--- config.mk ---
export PLATFORM = sky130hd
export DESIGN_NAME = ram_stream_reader_flat
export DESIGN_NICKNAME = d
export VERILOG_FILES = /design/src/rtl/ram_stream_reader_if.sv /design/src/rtl/ram_stream_reader.sv /design/src/flat_wrapper.sv
export SDC_FILE = /design/constraint.sdc
export NUM_CORES = 1
export LEC_CHECK = 0
export ABC_CLOCK_PERIOD_IN_PS = 5400
export BUFFER_PORTS_ARGS = -buffer_cell sky130_fd_sc_hd__clkbuf_2
export CAP_MARGIN = 20
export CORE_ASPECT_RATIO = 0.7
export CORE_MARGIN = 2
export CORE_UTILIZATION = 40
export DETAILED_ROUTE_END_ITERATION = 16
export HOLD_SLACK_MARGIN = 0.15
export PLACE_DENSITY = 0.61
export SYNTH_ARGS = -nofsm -noshare
export SYNTH_HDL_FRONTEND = slang
export SYNTH_SLANG_ARGS = --single-unit
--- constraint.sdc ---
create_clock -name i_clk -period 5.4 [get_ports i_clk]
set_clock_uncertainty 0.1 [all_clocks]
set_input_delay 1.08 -clock i_clk [delete_from_list [all_inputs] [get_ports i_clk]]
set_output_delay 1.08 -clock i_clk [all_outputs]
set_load 0.01 [all_outputs]
--- src/rtl/ram_stream_reader_if.sv ---
// ram_stream_reader_if: command, RAM read-port and output-stream bundle for ram_stream_reader
//   command : i_start, i_base_addr, i_len -> o_busy, o_done, o_timeout
//   ram read: o_rd_en, o_rd_addr -> i_rd_data, i_rd_dv
//   stream  : o_data, o_dv, o_last -> i_ready
interface ram_stream_reader_if #(
  parameter int WIDTH = 8,
  parameter int DEPTH = 256
) ();
  localparam int AW = $clog2(DEPTH);
  logic             i_start;
  logic [AW-1:0]    i_base_addr;
  logic [AW:0]      i_len;
  logic             o_busy;
  logic             o_done;
  logic             o_timeout;
  logic             o_rd_en;
  logic [AW-1:0]    o_rd_addr;
  logic [WIDTH-1:0] i_rd_data;
  logic             i_rd_dv;
  logic [WIDTH-1:0] o_data;
  logic             o_dv;
  logic             i_ready;
  logic             o_last;
  modport master (
    input  i_start, i_base_addr, i_len, i_rd_data, i_rd_dv, i_ready,
    output o_busy, o_done, o_timeout, o_rd_en, o_rd_addr, o_data, o_dv, o_last
  );
  modport slave (
    output i_start, i_base_addr, i_len, i_rd_data, i_rd_dv, i_ready,
    input  o_busy, o_done, o_timeout, o_rd_en, o_rd_addr, o_data, o_dv, o_last
  );
endinterface

--- src/rtl/ram_stream_reader.sv ---
// ram_stream_reader: walks an address range on a RAM read port and streams each word out
//   i_clk/i_rst_n : RAM read clock, async active-low reset
//   bus (master)  : start command and status, RAM read request/response, valid/ready output stream
module ram_stream_reader #(
  parameter int WIDTH   = 8,
  parameter int DEPTH   = 256,
  parameter int TIMEOUT = 16
) (
  input  logic                i_clk,
  input  logic                i_rst_n,
  ram_stream_reader_if.master bus
);
  localparam int AW = $clog2(DEPTH);
  localparam int CW = $clog2(TIMEOUT + 1);
  typedef enum logic [2:0] {IDLE, ISSUE, WAIT, OUT, DONE} state_t;
  state_t           state_q, state_d;
  logic [AW-1:0]    addr_q, addr_d;
  logic [AW:0]      rem_q, rem_d;
  logic [CW-1:0]    wait_q, wait_d;
  logic [WIDTH-1:0] data_q, data_d;
  logic busy_q, busy_d, done_q, done_d, timeout_q, timeout_d;
  logic rd_en_q, rd_en_d, dv_q, dv_d, last_q, last_d;
  always_comb begin
    state_d   = state_q;
    addr_d    = addr_q;
    rem_d     = rem_q;
    wait_d    = wait_q;
    data_d    = data_q;
    timeout_d = timeout_q;
    case (state_q)
      IDLE: if (bus.i_start) begin
        addr_d    = bus.i_base_addr;
        rem_d     = bus.i_len > (AW+1)'(DEPTH) ? (AW+1)'(DEPTH) : bus.i_len;
        timeout_d = 1'b0;
        state_d   = bus.i_len == '0 ? DONE : ISSUE;
      end
      ISSUE: begin
        wait_d  = '0;
        state_d = WAIT;
      end
      WAIT: if (bus.i_rd_dv) begin
        data_d  = bus.i_rd_data;
        state_d = OUT;
      end else begin
        wait_d = wait_q + CW'(1);
        if (wait_d == CW'(TIMEOUT)) begin
          timeout_d = 1'b1;
          state_d   = DONE;
        end
      end
      OUT: if (bus.i_ready) begin
        rem_d   = rem_q - (AW+1)'(1);
        addr_d  = addr_q + AW'(1);
        state_d = rem_q == (AW+1)'(1) ? DONE : ISSUE;
      end
      // a zero-length start spends one quiet cycle here before pulsing o_done
      DONE: state_d = done_q ? IDLE : DONE;
      default: state_d = IDLE;
    endcase
    busy_d  = state_d != IDLE;
    rd_en_d = state_d == ISSUE;
    dv_d    = state_d == OUT;
    last_d  = state_d == OUT && rem_d == (AW+1)'(1);
    done_d  = state_d == DONE && state_q != IDLE;
  end
  always_ff @(posedge i_clk or negedge i_rst_n) begin
    if (!i_rst_n) begin
      state_q   <= IDLE;
      addr_q    <= '0;
      rem_q     <= '0;
      wait_q    <= '0;
      data_q    <= '0;
      busy_q    <= 1'b0;
      done_q    <= 1'b0;
      timeout_q <= 1'b0;
      rd_en_q   <= 1'b0;
      dv_q      <= 1'b0;
      last_q    <= 1'b0;
    end else begin
      state_q   <= state_d;
      addr_q    <= addr_d;
      rem_q     <= rem_d;
      wait_q    <= wait_d;
      data_q    <= data_d;
      busy_q    <= busy_d;
      done_q    <= done_d;
      timeout_q <= timeout_d;
      rd_en_q   <= rd_en_d;
      dv_q      <= dv_d;
      last_q    <= last_d;
    end
  end
  assign bus.o_busy    = busy_q;
  assign bus.o_done    = done_q;
  assign bus.o_timeout = timeout_q;
  assign bus.o_rd_en   = rd_en_q;
  assign bus.o_rd_addr = addr_q;
  assign bus.o_data    = data_q;
  assign bus.o_dv      = dv_q;
  assign bus.o_last    = last_q;
endmodule
--- src/flat_wrapper.sv ---
// flat-port wrapper written by rule: the top's interface ports become plain ports
module ram_stream_reader_flat 
#(
  parameter int WIDTH   = 8,
  parameter int DEPTH   = 256,
  parameter int TIMEOUT = 16
)
  (i_clk, i_rst_n, bus_i_start, bus_i_base_addr, bus_i_len, bus_i_rd_data, bus_i_rd_dv, bus_i_ready, bus_o_busy, bus_o_done, bus_o_timeout, bus_o_rd_en, bus_o_rd_addr, bus_o_data, bus_o_dv, bus_o_last);
  ram_stream_reader_if #(.WIDTH(WIDTH), .DEPTH(DEPTH)) bus_i ();
  input  logic i_clk;
  input  logic i_rst_n;
  input wire logic [$bits(bus_i.i_start)-1:0] bus_i_start;
  input wire logic [$bits(bus_i.i_base_addr)-1:0] bus_i_base_addr;
  input wire logic [$bits(bus_i.i_len)-1:0] bus_i_len;
  input wire logic [$bits(bus_i.i_rd_data)-1:0] bus_i_rd_data;
  input wire logic [$bits(bus_i.i_rd_dv)-1:0] bus_i_rd_dv;
  input wire logic [$bits(bus_i.i_ready)-1:0] bus_i_ready;
  output wire logic [$bits(bus_i.o_busy)-1:0] bus_o_busy;
  output wire logic [$bits(bus_i.o_done)-1:0] bus_o_done;
  output wire logic [$bits(bus_i.o_timeout)-1:0] bus_o_timeout;
  output wire logic [$bits(bus_i.o_rd_en)-1:0] bus_o_rd_en;
  output wire logic [$bits(bus_i.o_rd_addr)-1:0] bus_o_rd_addr;
  output wire logic [$bits(bus_i.o_data)-1:0] bus_o_data;
  output wire logic [$bits(bus_i.o_dv)-1:0] bus_o_dv;
  output wire logic [$bits(bus_i.o_last)-1:0] bus_o_last;
  assign bus_i.i_start = bus_i_start;
  assign bus_i.i_base_addr = bus_i_base_addr;
  assign bus_i.i_len = bus_i_len;
  assign bus_i.i_rd_data = bus_i_rd_data;
  assign bus_i.i_rd_dv = bus_i_rd_dv;
  assign bus_i.i_ready = bus_i_ready;
  assign bus_o_busy = bus_i.o_busy;
  assign bus_o_done = bus_i.o_done;
  assign bus_o_timeout = bus_i.o_timeout;
  assign bus_o_rd_en = bus_i.o_rd_en;
  assign bus_o_rd_addr = bus_i.o_rd_addr;
  assign bus_o_data = bus_i.o_data;
  assign bus_o_dv = bus_i.o_dv;
  assign bus_o_last = bus_i.o_last;
  ram_stream_reader #(.WIDTH(WIDTH), .DEPTH(DEPTH), .TIMEOUT(TIMEOUT)) u_core (.i_clk(i_clk), .i_rst_n(i_rst_n), .bus(bus_i));
endmodule
==> results of run 1 <==
==> layout make-up <==
cell class,instances,area share
sequential,39,0.3764
multi-input combinational,170,0.4126
clock buffer,5,0.02654
tap,72,0.03475
inverter,8,0.01158
timing repair buffer,54,0.1120
clock inverter,3,0.02606
==> cells in the final DEF, fill, tap and decap left out, types with 4 or more instances in the layout <==
cell type / n
and3_1: 4
nand2_1: 19
a31oi_1: 4
nor3_1: 10
mux2_2: 8
nand3_1: 9
ha_1: 4
nor2_1: 21
a21oi_1: 17
clkbuf_8: 5
o21ai_0: 19
dfrtp_1: 39
inv_1: 8
clkbuf_2: 51
==> per-layer routing <==
metal  share of wire  vias to the layer above  track usage
met5               0                        -            0
met4          0.0055                        0      0.03077
met3           0.077                        4      0.05698
met2            0.40                       76       0.2826
met1            0.51                      922       0.2860
li1                -                      934            -
==> power by group through the flow <==
stage	Sequential, mW	Combinational [mW]	Clock (mW)
2_1_floorplan	0.545	0.413	0
3_3_place_gp	0.560	0.604	0
3_5_place_dp	0.563	0.607	0
4_1_cts	0.557	0.613	0.298
5_1_grt	0.583	0.694	0.311
6_report	0.561	0.615	0.291
==> per-stage QoR <==
step	area, µm²	setup WS [ns]	utilization
after floorplan	2103	2.107	-
after global placement	2436	1.911	0.4733
after detailed placement	2436	1.878	0.4733
after CTS	2572	2.163	0.4998
after global routing	2592	1.937	0.5036
final	2592	2.162	0.5036
==> critical path, delay by kind of cell <==
family | cells | cell delay (ns)
AND/OR/NAND/NOR | 5 | 1.76
AO/OA/AOI/OAI | 1 | 0.40
buffers and inverters | 1 | 0.11
==> logic make-up (layout without fill, tap and decap cells) <==
family                     count (synthesis)  count (layout)
muxes                                      8               8
buffers and inverters                     17              70
adders and majority gates                  4               4
xor gates and xnor gates                   3               3
AOI/OAI and AO/OA                         62              62
DFF                                       39              39
and+or+nand+nor                           93              93
==> registers in the layout (all words and copies together), names as in the netlist <==
name                  count
u_core.bus.o_busy         1
u_core.bus.o_data         8
u_core.bus.o_done         1
u_core.bus.o_dv           1
u_core.bus.o_last         1
u_core.bus.o_rd_addr      8
u_core.bus.o_rd_en        1
u_core.bus.o_timeout      1
u_core.rem_q              9
u_core.state_q            3
u_core.wait_q             5
==> worst max path at each step <==
stage	slack, ns	depth (start not counted)	to
final	2.16	7	u_core.bus.o_last
after global placement	1.91	7	u_core.bus.o_last
after floorplan	2.11	7	u_core.bus.o_last
after CTS	2.16	7	u_core.bus.o_last
after global routing	1.94	6	u_core.bus.o_last
after detailed placement	1.88	7	u_core.bus.o_last
==> parameters.txt, run 1 <==
Parameter                              Value

Yosys
  Adder-cell share of the synthesized area ... 0.02380
  Share of synthesized area occupied by flip-flops and latches ... 0.4640
  Combinational family with the most area after synthesis ... simple AND/OR/NAND/NOR gates
  Count of state elements after synthesis ... 39
  Synth Area in Simple Gates ... 0.2421
  Post-synthesis instance area ... 2103 µm²
  Number of warning messages in the yosys log ... 0
  Netlist cell types ... 46
  EDFF count, synth ... 0
  Synthesized instance count ... 226
  Avg Inst Size Synth ... 9.306 µm²
  Post-synthesis xor/xnor area fraction ... 0.01249
  Commonest cells in the synthesized netlist ... dfrtp_1, nor2_1, nand2_1, o21ai_0, a21oi_1
  Synthesized-area fraction occupied by ao, oa, aoi and oai cells ... 0.1844
  Largest cells by area after synthesis ... dfrtp_1, o21ai_0, mux2_2
  Most frequent cell after synthesis ... dfrtp_1
  Yosys top cell by area ... dfrtp_1
  Top cell type's share of synthesized area ... 0.4640
  Proportion of synthesized area in mux cells ... 0.04283
  Post-synthesis async set-or-reset flop share ... 1.000
  Post-synth top flop ... dfrtp_1
  Syn nets ... 260

CTS
  CTS clock-pin slew for the worst setup and hold paths ... 0.08 ns
  Clock insertion delay at the later pin of the skew report ... 0.29 ns
  Maximum level of the CTS H-tree ... 2
  Clock buffers created by TritonCTS ... 5
  Setup Buffers After CTS ... 0
  CTS root buf ... clkbuf_8
  Buffer levels on the longest clock path ... 2
  Cts-stage hold buffer count ... 0
  Count of cells resized by post-cts repair ... 0
  Clock tree from TritonCTS ... yes
  Number of clock sinks ... 39

Floorplan
  # rows ... 22
  Standard cell core area ... 5147 µm²
  Die Width ... 90.67 µm
  Number of ports placed on the die boundary ... 52
  Vertical extent of the die ... 64.67 µm
  Effective utilization at floorplan ... 0.4086
  Die Area ... 5864 µm²

Min path
  Worst Hold Launch ... u_core.bus.o_timeout
  Type of the worst min-delay path ... flop to flop
  Number of cells on the worst hold path ... 2
  End of the worst hold path ... u_core.bus.o_timeout

STA
  Hold_ws ... 0.4112 ns
  Slew headroom ... 0.5072
  Setup tns final ... 0 ns
  Setup repair after global routing missed its margin ... no
  Post-route fraction of the period consumed by the critical path ... 0.5997
  Max frequency ... 308.8 MHz
  Fin crit period ... 3.238 ns
  Transition time of the tightest slew-check pin ... 0.7289 ns
  Setup-violating endpoint count in the final report ... 0
  Hold violation total from the final report ... 0
  Count of pins over their slew limit ... 0

Route
  Post-DR wirelength/cell ... 14.91 µm
  Number of DRC markers after the initial detailed-route iteration ... 126
  Via count of the routed design ... 1936
  Routed Wire Length ... 5233 µm
  Number of nets with antenna violations after detailed routing ... 0
  DRT Pass-1 Iters ... 5
  Mean number of vias per cell ... 5.516
  Post-detailed-route DRC marker count ... 0

Finish
  Final-layout fill cell count ... 514
  Antenna diode count ... 0
  Final cell count without fillers ... 351
  FF+latch area ... 975.9 µm²
  Layout Area Growth over Synthesis ... 23.26%
  Fraction of layout instances using a drive strength above 1 ... 0.2724
  Multi-input gate area in the final layout ... 1070 µm²
  Final Net Count ... 312

Global routing
  Wire length of the first global-routing pass ... 9032 µm
  Remaining global-route overflow ... 0
  All-Layer GR Usage ... 0.1928
  Largest net degree at the start of global routing ... 40
  Number of global-route vias before repair ... 1860
  Number of antenna violations at the first check in global routing ... 0

Power and ir drop
  NetSw ... 0.6019 mW
  Internal Power ... 0.8657 mW
  Peak ir drop on the vdd network ... 201.7 µV
  Power per Cell Area ... 566.1 nW/µm²
  Part of the power in the clock network ... 0.198
  Switching share of power ... 0.4101
  Sequential fraction of design power ... 0.383
  Static leakage ... 1.217 nW
  Power after layout ... 1.468 mW
  Gate power share ... 0.419

Setup path
  Start-to-end type of the worst setup path ... primary input to flop
  Launch point of the critical path ... bus_i_start
  Worst endpoint required time ... 5.50 ns
  Worst R2R Path Depth ... 6
  Crit start category ... primary input
  Endpoint of the lowest-slack register-to-register path ... u_core.bus.o_last
  CP max FO ... 5
  Endpoint class of the critical path ... flop
  Worst-path cell chain ... clkbuf_2 -> or4b_1 -> and3_1 -> a2111o_1 -> or3_1 -> or4_1 -> nor4b_2
  Max stage delay cell, worst path ... or4b_1
  Beginning of the worst register-to-register path ... u_core.state_q[0]
  Largest stage delay on the critical path ... 0.55 ns
  Register-to-register path setup slack ... 2.17 ns
  Signal arrival time at the worst endpoint ... 3.34 ns

Place
  Gpl congestion ... 0.8786
  Number of cells in the design after placement ... 342
  Half-perimeter wire length of the detailed placement result ... 3762 µm
  Buffers added on ports ... 51

Run
  Max Cap Violations ... 0

Run status
  Outcome ... finished, final reports clean
Power figures use the tool's default switching activity.
==> inputs of run 2 (changes only) <==
--- a/config.mk
+++ b/config.mk
@@ -5,7 +5,8 @@
 export SDC_FILE = /design/constraint.sdc
 export NUM_CORES = 1
 export LEC_CHECK = 0
-export ABC_CLOCK_PERIOD_IN_PS = 5400
+export ABC_AREA = 1
+export ABC_CLOCK_PERIOD_IN_PS = 2700
 export BUFFER_PORTS_ARGS = -buffer_cell sky130_fd_sc_hd__clkbuf_2
 export CAP_MARGIN = 20
 export CORE_ASPECT_RATIO = 0.7
@@ -13,7 +14,7 @@
 export CORE_UTILIZATION = 40
 export DETAILED_ROUTE_END_ITERATION = 16
 export HOLD_SLACK_MARGIN = 0.15
-export PLACE_DENSITY = 0.61
+export PLACE_DENSITY = 0.63
 export SYNTH_ARGS = -nofsm -noshare
 export SYNTH_HDL_FRONTEND = slang
 export SYNTH_SLANG_ARGS = --single-unit
==> constraint.sdc (replaced) <==
create_clock -name i_clk -period 2.7 [get_ports i_clk]
set_clock_uncertainty 0.1 [all_clocks]
set_input_delay 0.54 -clock i_clk [delete_from_list [all_inputs] [get_ports i_clk]]
set_output_delay 0.54 -clock i_clk [all_outputs]
set_load 0.01 [all_outputs]
==> run 2 against run 1 <==
Net effect: sequential share of layout area is 0.77 points lower; non-clock buffer count is 2 lower; first-iteration DRC count is 42% higher; global-route usage is 0.60 points lower; clock-buffer cell count stayed put; combinational power is 130% higher; die area is 5.3% higher.
==> parameters.txt, run 2 <==
Parameter                              Value

Place
  Buffers added on ports ... 51 (unchanged)
  Number of cells in the design after placement ... 400 (+17%)
  Half-perimeter wire length of the detailed placement result ... 3959 µm (+5.3%)
  Gpl congestion ... 0.8816 (+0.34%)

Power and ir drop
  NetSw ... 1.289 mW (+110%)
  Internal Power ... 1.608 mW (+86%)
  Peak ir drop on the vdd network ... 490.7 µV (+140%)
  Part of the power in the clock network ... 0.167 (-0.031)
  Static leakage ... 1.400 nW (+15%)
  Power per Cell Area ... 1095 nW/µm² (+93%)
  Sequential fraction of design power ... 0.352 (-0.031)
  Switching share of power ... 0.4449 (+0.03481)
  Gate power share ... 0.480 (+0.061)

CTS
  Buffer levels on the longest clock path ... 2 (unchanged)
  Setup Buffers After CTS ... 0 (unchanged)
  CTS root buf ... clkbuf_8
  Maximum level of the CTS H-tree ... 2 (unchanged)
  Clock tree from TritonCTS ... yes
  CTS clock-pin slew for the worst setup and hold paths ... 0.09 ns (about the same)
  Count of cells resized by post-cts repair ... 0 (unchanged)
  Clock insertion delay at the later pin of the skew report ... 0.30 ns (about the same)
  Number of clock sinks ... 39 (unchanged)
  Clock buffers created by TritonCTS ... 5 (unchanged)
  Cts-stage hold buffer count ... 0 (unchanged)

Floorplan
  # rows ... 22 (unchanged)
  Effective utilization at floorplan ... 0.4202 (+0.01161)
  Vertical extent of the die ... 66.34 µm (+2.6%)
  Die Area ... 6174 µm² (+5.3%)
  Number of ports placed on the die boundary ... 52 (unchanged)
  Die Width ... 93.06 µm (+2.6%)
  Standard cell core area ... 5285 µm² (+2.7%)

STA
  Setup-violating endpoint count in the final report ... 0 (unchanged)
  Count of pins over their slew limit ... 0 (unchanged)
  Fin crit period ... 1.926 ns
  Hold violation total from the final report ... 0 (unchanged)
  Setup repair after global routing missed its margin ... no
  Setup tns final ... 0 ns (unchanged)
  Transition time of the tightest slew-check pin ... 0.5190 ns (-0.2099 ns)
  Max frequency ... 519.2 MHz
  Slew headroom ... 0.6503 (+0.1431)
  Post-route fraction of the period consumed by the critical path ... 0.7134

Route
  Routed Wire Length ... 5151 µm (-1.6%)
  Number of nets with antenna violations after detailed routing ... 0 (unchanged)
  Post-DR wirelength/cell ... 12.66 µm (-15%)
  Post-detailed-route DRC marker count ... 0 (unchanged)
  Mean number of vias per cell ... 4.904 (-11%)
  DRT Pass-1 Iters ... 4 (-1)
  Via count of the routed design ... 1996 (+3.1%)
  Number of DRC markers after the initial detailed-route iteration ... 179 (+42%)

Yosys
  Top cell type's share of synthesized area ... 0.4394 (-0.02457)
  Post-synthesis instance area ... 2221 µm² (+5.6%)
  Largest cells by area after synthesis ... dfrtp_1, nand2_1, inv_1
  Avg Inst Size Synth ... 7.903 µm² (-15%)
  Post-synth top flop ... dfrtp_1
  Post-synthesis async set-or-reset flop share ... 1.000 (unchanged)
  EDFF count, synth ... 0 (unchanged)
  Syn nets ... 315 (+21%)
  Synthesized instance count ... 281 (+24%)
  Netlist cell types ... 34 (-26%)
  Commonest cells in the synthesized netlist ... nand2_1, dfrtp_1, inv_1
  Most frequent cell after synthesis ... nand2_1
  Share of synthesized area occupied by flip-flops and latches ... 0.4394 (-0.02457)
  Yosys top cell by area ... dfrtp_1
  Number of warning messages in the yosys log ... 0 (unchanged)
  Count of state elements after synthesis ... 39 (unchanged)

Run
  Max Cap Violations ... 0 (unchanged)

Finish
  Max reg flops ... 9 (unchanged)
  Final Net Count ... 369 (+18%)
  FF+latch area ... 975.9 µm² (unchanged)
  Layout Area Growth over Synthesis ... 19.16%
  Fraction of layout instances using a drive strength above 1 ... 0.2537 (-0.01867)
  Most common library cell in the layout ignoring fill and taps ... nand2_1
  Top library cells by usage in the layout, fill and taps aside ... nand2_1, clkbuf_2, dfrtp_1
  Final-layout fill cell count ... 543 (+5.6%)
  Antenna diode count ... 0 (unchanged)
  Multi-input gate area in the final layout ... 1050 µm² (-1.9%)
  Register containing the most flip-flops in the final layout ... u_core.rem_q
  Final cell count without fillers ... 407 (+16%)

Setup path
  Crit start category ... flop
  CP max FO ... 21 (+16)
  Endpoint class of the critical path ... flop
  Max stage delay cell, worst path ... dfrtp_1
  Register-to-register path setup slack ... 0.77 ns (-1.40 ns)
  Worst-path cell chain ... inv_2 -> nand3_4 -> inv_2 -> nand2_1 -> nand2_2 -> nand2_1 -> nand2_1 -> nor2_1 -> nand3_1 -> nor2_1 -> nand2_1 -> nor2_2
  Top cell family by delay on the critical path ... simple AND/OR/NAND/NOR gates
  Start-to-end type of the worst setup path ... flop to flop
  Signal arrival time at the worst endpoint ... 2.01 ns (-1.33 ns)
  Cell type with the highest occurrence count on the critical path ... nand2_1
  Worst endpoint required time ... 2.78 ns (-2.72 ns)
  Largest stage delay on the critical path ... 0.42 ns (-0.13 ns)
  Bufs and invs on worst path ... 2 (+1)

Global routing
  Remaining global-route overflow ... 0 (unchanged)
  Largest net degree at the start of global routing ... 40 (unchanged)
  Number of global-route vias before repair ... 1889 (+1.6%)
  All-Layer GR Usage ... 0.1868 (-0.005978)
  Number of antenna violations at the first check in global routing ... 0 (unchanged)
  Wire length of the first global-routing pass ... 8942 µm (-1.0%)

Run status
  Outcome ... finished, final reports clean

Min path
  Type of the worst min-delay path ... primary input to asynchronous set/reset pin
[run 2: cell count changes after synthesis, moves of 9 or more]
cell / previous run / this run
nand2_1: 19 / 63
inv_1: 8 / 34
nor2_1: 21 / 32
clkbuf_1: 9 / 0
inv_2: 0 / 9
nand3_1: 9 / 18
[run 2: worst register-to-register path, cell delays in order (launching register included)]
cell and delay (ns):
dfrtp_1 0.42, inv_2 0.15, nand3_4 0.20, inv_2 0.34, nand2_1 0.11, nand2_2 0.08, nand2_1 0.05, nand2_1 0.07
nor2_1 0.06, nand3_1 0.08, nor2_1 0.04, nand2_1 0.06, nor2_2 0.04
[run 2: cells by family after synthesis]
group	after synthesis	synth area share
adder cells (fa/ha/maj)	4	0.02254
flip-flops	39	0.4394
AND/OR/NAND/NOR	136	0.2800
XOR/XNOR	5	0.01972
multiplexers	8	0.04057
buffers and inverters	48	0.08788
AO/OA/AOI/OAI	41	0.1099
[run 2: metal layers]
layer	vias to the layer above	routed length, µm	global-route usage	share of wire
met1	904	2638	0.2690	0.51
met3	8	373	0.04675	0.072
met4	0	106	0.06618	0.021
met5	-	0	0	0
met2	72	2033	0.2717	0.39
li1	1012	-	-	-
[run 2: power by group through the flow]
stage | clock network [mW] | registers, mW | logic [mW]
after floorplan | 0 | 1.06 | 0.969
after global placement | 0 | 1.03 | 1.38
after detailed placement | 0 | 1.03 | 1.39
after CTS | 0.495 | 1.02 | 1.40
after global routing | 0.529 | 1.06 | 1.59
final | 0.485 | 1.02 | 1.39
[run 2: worst paths after layout]
path                                 startpoint              endpoint  cells after the start
max                           u_core.state_q[2]     u_core.bus.o_last                     12
min                                     i_rst_n       u_core.rem_q[5]                      2
max reg2reg                   u_core.state_q[2]     u_core.bus.o_last                     12
min reg2reg                u_core.bus.o_data[2]  u_core.bus.o_data[2]                      1
max in group asynchronous               i_rst_n     u_core.bus.o_last                      2
min in group i_clk             bus_i_rd_data[5]  u_core.bus.o_data[5]                      2
[run 2: cell type report]
class,instances,area share
multi-input combinational,194,0.3967
clock buffer,5,0.02600
clock inverter,2,0.01418
timing repair buffer,52,0.09929
tap,72,0.03404
sequential,39,0.3688
inverter,43,0.06099
[run 2: per-stage QoR]
step | utilization | setup slack (ns) | hold WS, ns | total power, mW | cell area [µm²]
after detailed placement | 0.4806 | 0.6844 | 0.3807 | 2.422 | 2540
after floorplan | - | 1.091 | 0.1444 | 2.032 | 2221
final | 0.5007 | 0.7739 | 0.1886 | 2.897 | 2646
after CTS | 0.5007 | 0.7826 | 0.2164 | 2.914 | 2646
after global routing | 0.5007 | 0.5436 | 0.2316 | 3.175 | 2646
after global placement | 0.4806 | 0.5982 | 0.3740 | 2.407 | 2540
==> inputs of run 3 (changes only) <==
--- a/config.mk
+++ b/config.mk
@@ -6,7 +6,7 @@
 export NUM_CORES = 1
 export LEC_CHECK = 0
 export ABC_AREA = 1
-export ABC_CLOCK_PERIOD_IN_PS = 2700
+export ABC_CLOCK_PERIOD_IN_PS = 1800
 export BUFFER_PORTS_ARGS = -buffer_cell sky130_fd_sc_hd__clkbuf_2
 export CAP_MARGIN = 20
 export CORE_ASPECT_RATIO = 0.7
@@ -14,7 +14,7 @@
 export CORE_UTILIZATION = 40
 export DETAILED_ROUTE_END_ITERATION = 16
 export HOLD_SLACK_MARGIN = 0.15
-export PLACE_DENSITY = 0.63
+export PLACE_DENSITY = 0.6
 export SYNTH_ARGS = -nofsm -noshare
 export SYNTH_HDL_FRONTEND = slang
 export SYNTH_SLANG_ARGS = --single-unit
==> constraint.sdc (replaced) <==
create_clock -name i_clk -period 1.8 [get_ports i_clk]
set_clock_uncertainty 0.1 [all_clocks]
set_input_delay 0.36 -clock i_clk [delete_from_list [all_inputs] [get_ports i_clk]]
set_output_delay 0.36 -clock i_clk [all_outputs]
set_load 0.01 [all_outputs]
==> run 3 against run 2 <==
Net effect: power grew 66%; routed wire length grew 7.6%; utilization grew 4.6 points; cell area grew 9.1%; sequential cell count is the same; clock power grew 51%; critical path type unchanged; largest cell class unchanged; largest power group unchanged.
==> parameters.txt, run 3 (synthesis results as in run 2) <==
Parameter                              Value

Finish
  Fraction of layout instances using a drive strength above 1 ... 0.3343 (+0.08054)
  Most common library cell in the layout ignoring fill and taps ... nand2_1
  Final cell count without fillers ... 428 (+5.2%)
  Top library cells by usage in the layout, fill and taps aside ... nand2_1, clkbuf_2, dfrtp_1
  Final Util ... 0.5464 (+0.04569)
  Antenna diode count ... 0 (unchanged)
  Final Net Count ... 390 (+5.7%)
  Layout Area Growth over Synthesis ... 30.03%
  Non-Filler Cell Area, Final ... 2888 µm² (+9.1%)
  Register containing the most flip-flops in the final layout ... u_core.rem_q
  Max reg flops ... 9 (unchanged)

Floorplan
  Vertical extent of the die ... 66.34 µm (unchanged)
  Number of ports placed on the die boundary ... 52 (unchanged)
  Effective utilization at floorplan ... 0.4202 (unchanged)
  Die Width ... 93.06 µm (unchanged)
  # rows ... 22 (unchanged)
  Standard cell core area ... 5285 µm² (unchanged)
  Die Area ... 6174 µm² (unchanged)

Setup path
  Max stage delay cell, worst path ... dfrtp_2
  Crit start category ... flop
  Launch point of the critical path ... u_core.state_q[0]
  Worst-path cell chain ... nor2_4 -> nand3_4 -> nand2_4 -> a21oi_1 -> nor2_1 -> nand3_1 -> nor2_1 -> nand2_1 -> nor2_2
  Signal arrival time at the worst endpoint ... 1.84 ns (-0.17 ns)
  Worst endpoint required time ... 1.94 ns (-0.84 ns)
  Top cell family by delay on the critical path ... simple AND/OR/NAND/NOR gates
  Endpoint class of the critical path ... flop
  Register-to-register path setup slack ... 0.10 ns (-0.67 ns)
  CP max FO ... 6 (-71%)
  Bufs and invs on worst path ... 0 (-2)
  Beginning of the worst register-to-register path ... u_core.state_q[0]
  Crit path depth ... 9 (-3)
  Start-to-end type of the worst setup path ... flop to flop
  Cell type with the highest occurrence count on the critical path ... nor2_1
  End point of the critical path ... u_core.bus.o_last
  Largest stage delay on the critical path ... 0.47 ns (+0.05 ns)
  Endpoint of the lowest-slack register-to-register path ... u_core.bus.o_last
  Worst R2R Path Depth ... 9 (-3)

Min path
  Number of cells on the worst hold path ... 2
  Type of the worst min-delay path ... primary input to flop

Power and ir drop
  Power per Cell Area ... 1663 nW/µm² (+52%)
  Static leakage ... 1.508 nW (+7.7%)
  Power after layout ... 4.802 mW (+66%)
  Peak ir drop on the vdd network ... 699.3 µV (+42%)

STA
  Setup-violating endpoint count in the final report ... 0 (unchanged)
  Hold_ws ... 0.1702 ns (-0.01842 ns)
  Worst setup margin ... 0.1027 ns (-0.6712 ns)
  Fin crit period ... 1.697 ns (-0.2288 ns)
  Post-route fraction of the period consumed by the critical path ... 0.9429 (+0.2296)
  Count of pins over their slew limit ... 0 (unchanged)
  Transition time of the tightest slew-check pin ... 0.5028 ns (-0.01624 ns)
  Setup tns final ... 0 ns (unchanged)
  Slew headroom ... 0.6648 (+0.01448)
  Hold violation total from the final report ... 0 (unchanged)
  Max frequency ... 589.2 MHz (+13%)

Route
  Post-DR wirelength/cell ... 12.94 µm (+2.3%)
  DRT Pass-1 Iters ... 4 (unchanged)
  Mean number of vias per cell ... 4.864 (-0.81%)
  Post-detailed-route DRC marker count ... 0 (unchanged)
  Via count of the routed design ... 2082 (+4.3%)
  Number of DRC markers after the initial detailed-route iteration ... 186 (+3.9%)
  Routed Wire Length ... 5540 µm (+7.6%)
  Number of nets with antenna violations after detailed routing ... 0 (unchanged)

Place
  Half-perimeter wire length of the detailed placement result ... 4176 µm (+5.5%)
  Worst slack at placement ... 0.03372 ns (-0.6506 ns)
  Number of cells in the design after placement ... 413 (+3.3%)
  Gpl congestion ... 0.9473 (+7.5%)
  Buffers added on ports ... 51 (unchanged)
  Area of placed instances ... 2638 µm² (+3.8%)

Global routing
  Largest net degree at the start of global routing ... 40 (unchanged)
  Number of global-route vias before repair ... 2068 (+9.5%)
  All-Layer GR Usage ... 0.1988 (+0.01196)
  Wire length of the first global-routing pass ... 9632 µm (+7.7%)
  Remaining global-route overflow ... 0 (unchanged)
  Number of antenna violations at the first check in global routing ... 0 (unchanged)

CTS
  Number of clock sinks ... 39 (unchanged)
  Maximum level of the CTS H-tree ... 2 (unchanged)
  CTS clock-pin slew for the worst setup and hold paths ... 0.08 ns (about the same)
  Clock tree from TritonCTS ... yes
  Clock insertion delay at the later pin of the skew report ... 0.30 ns (about the same)
  Clock buffers created by TritonCTS ... 5 (unchanged)
  Buffer levels on the longest clock path ... 2 (unchanged)
  CTS root buf ... clkbuf_8

Run status
  Outcome ... finished, final reports clean

Run
  Max Cap Violations ... 0 (unchanged)
## run 3: changes by cell type in the layout (fill, tap and decap cells not counted), sizes merged
cell	previous run	this run
buf	1	21
dlygate4sd3	0	1
## run 3: how the worst min path moves through the flow
| stage | start | to | slack, ns |
|---|---|---|---|
| 2_1_floorplan | i_rst_n | u_core.bus.o_busy | -0.04 |
| 3_3_place_gp | i_rst_n | u_core.bus.o_data[6] | 0.35 |
| 3_5_place_dp | i_rst_n | u_core.bus.o_data[6] | 0.36 |
| 4_1_cts | bus_i_rd_data[0] | u_core.bus.o_data[0] | 0.17 |
| 5_1_grt | bus_i_rd_data[4] | u_core.bus.o_data[4] | 0.17 |
| 6_report | bus_i_rd_data[0] | u_core.bus.o_data[0] | 0.17 |
## run 3: area by class of cell
type	instances	area (µm²)
clock buffers	5	68.82
clock inverters	2	37.54
fillers	501	2397
inverters	43	166.4
multi-input cells	194	1124
flip-flops and latches	39	978.4
well taps	72	90.09
repair buffers	73	422.9
## run 3: per-layer routing
layer	up-vias	global-route usage	wire length, µm
li1	1056	-	-
met1	954	0.2846	2862
met2	67	0.3062	2326
met3	5	0.04675	319
met4	0	0.04412	31
met5	-	0	0
## run 3: what timing repair did
action	CTS	global route
hold endpoints to repair	39	0
setup buffers	0	7
setup endpoints to repair	0	4
hold buffers	1	0
gates resized for setup	0	22
## run 3: report_power, final
group / leakage [nW] / switching [mW] / internal [mW]
clock: 0.0502 / 0.328 / 0.405
sequential: 0.487 / 0.291 / 1.24
combinational: 0.971 / 1.49 / 1.05
total: 1.51 / 2.11 / 2.69
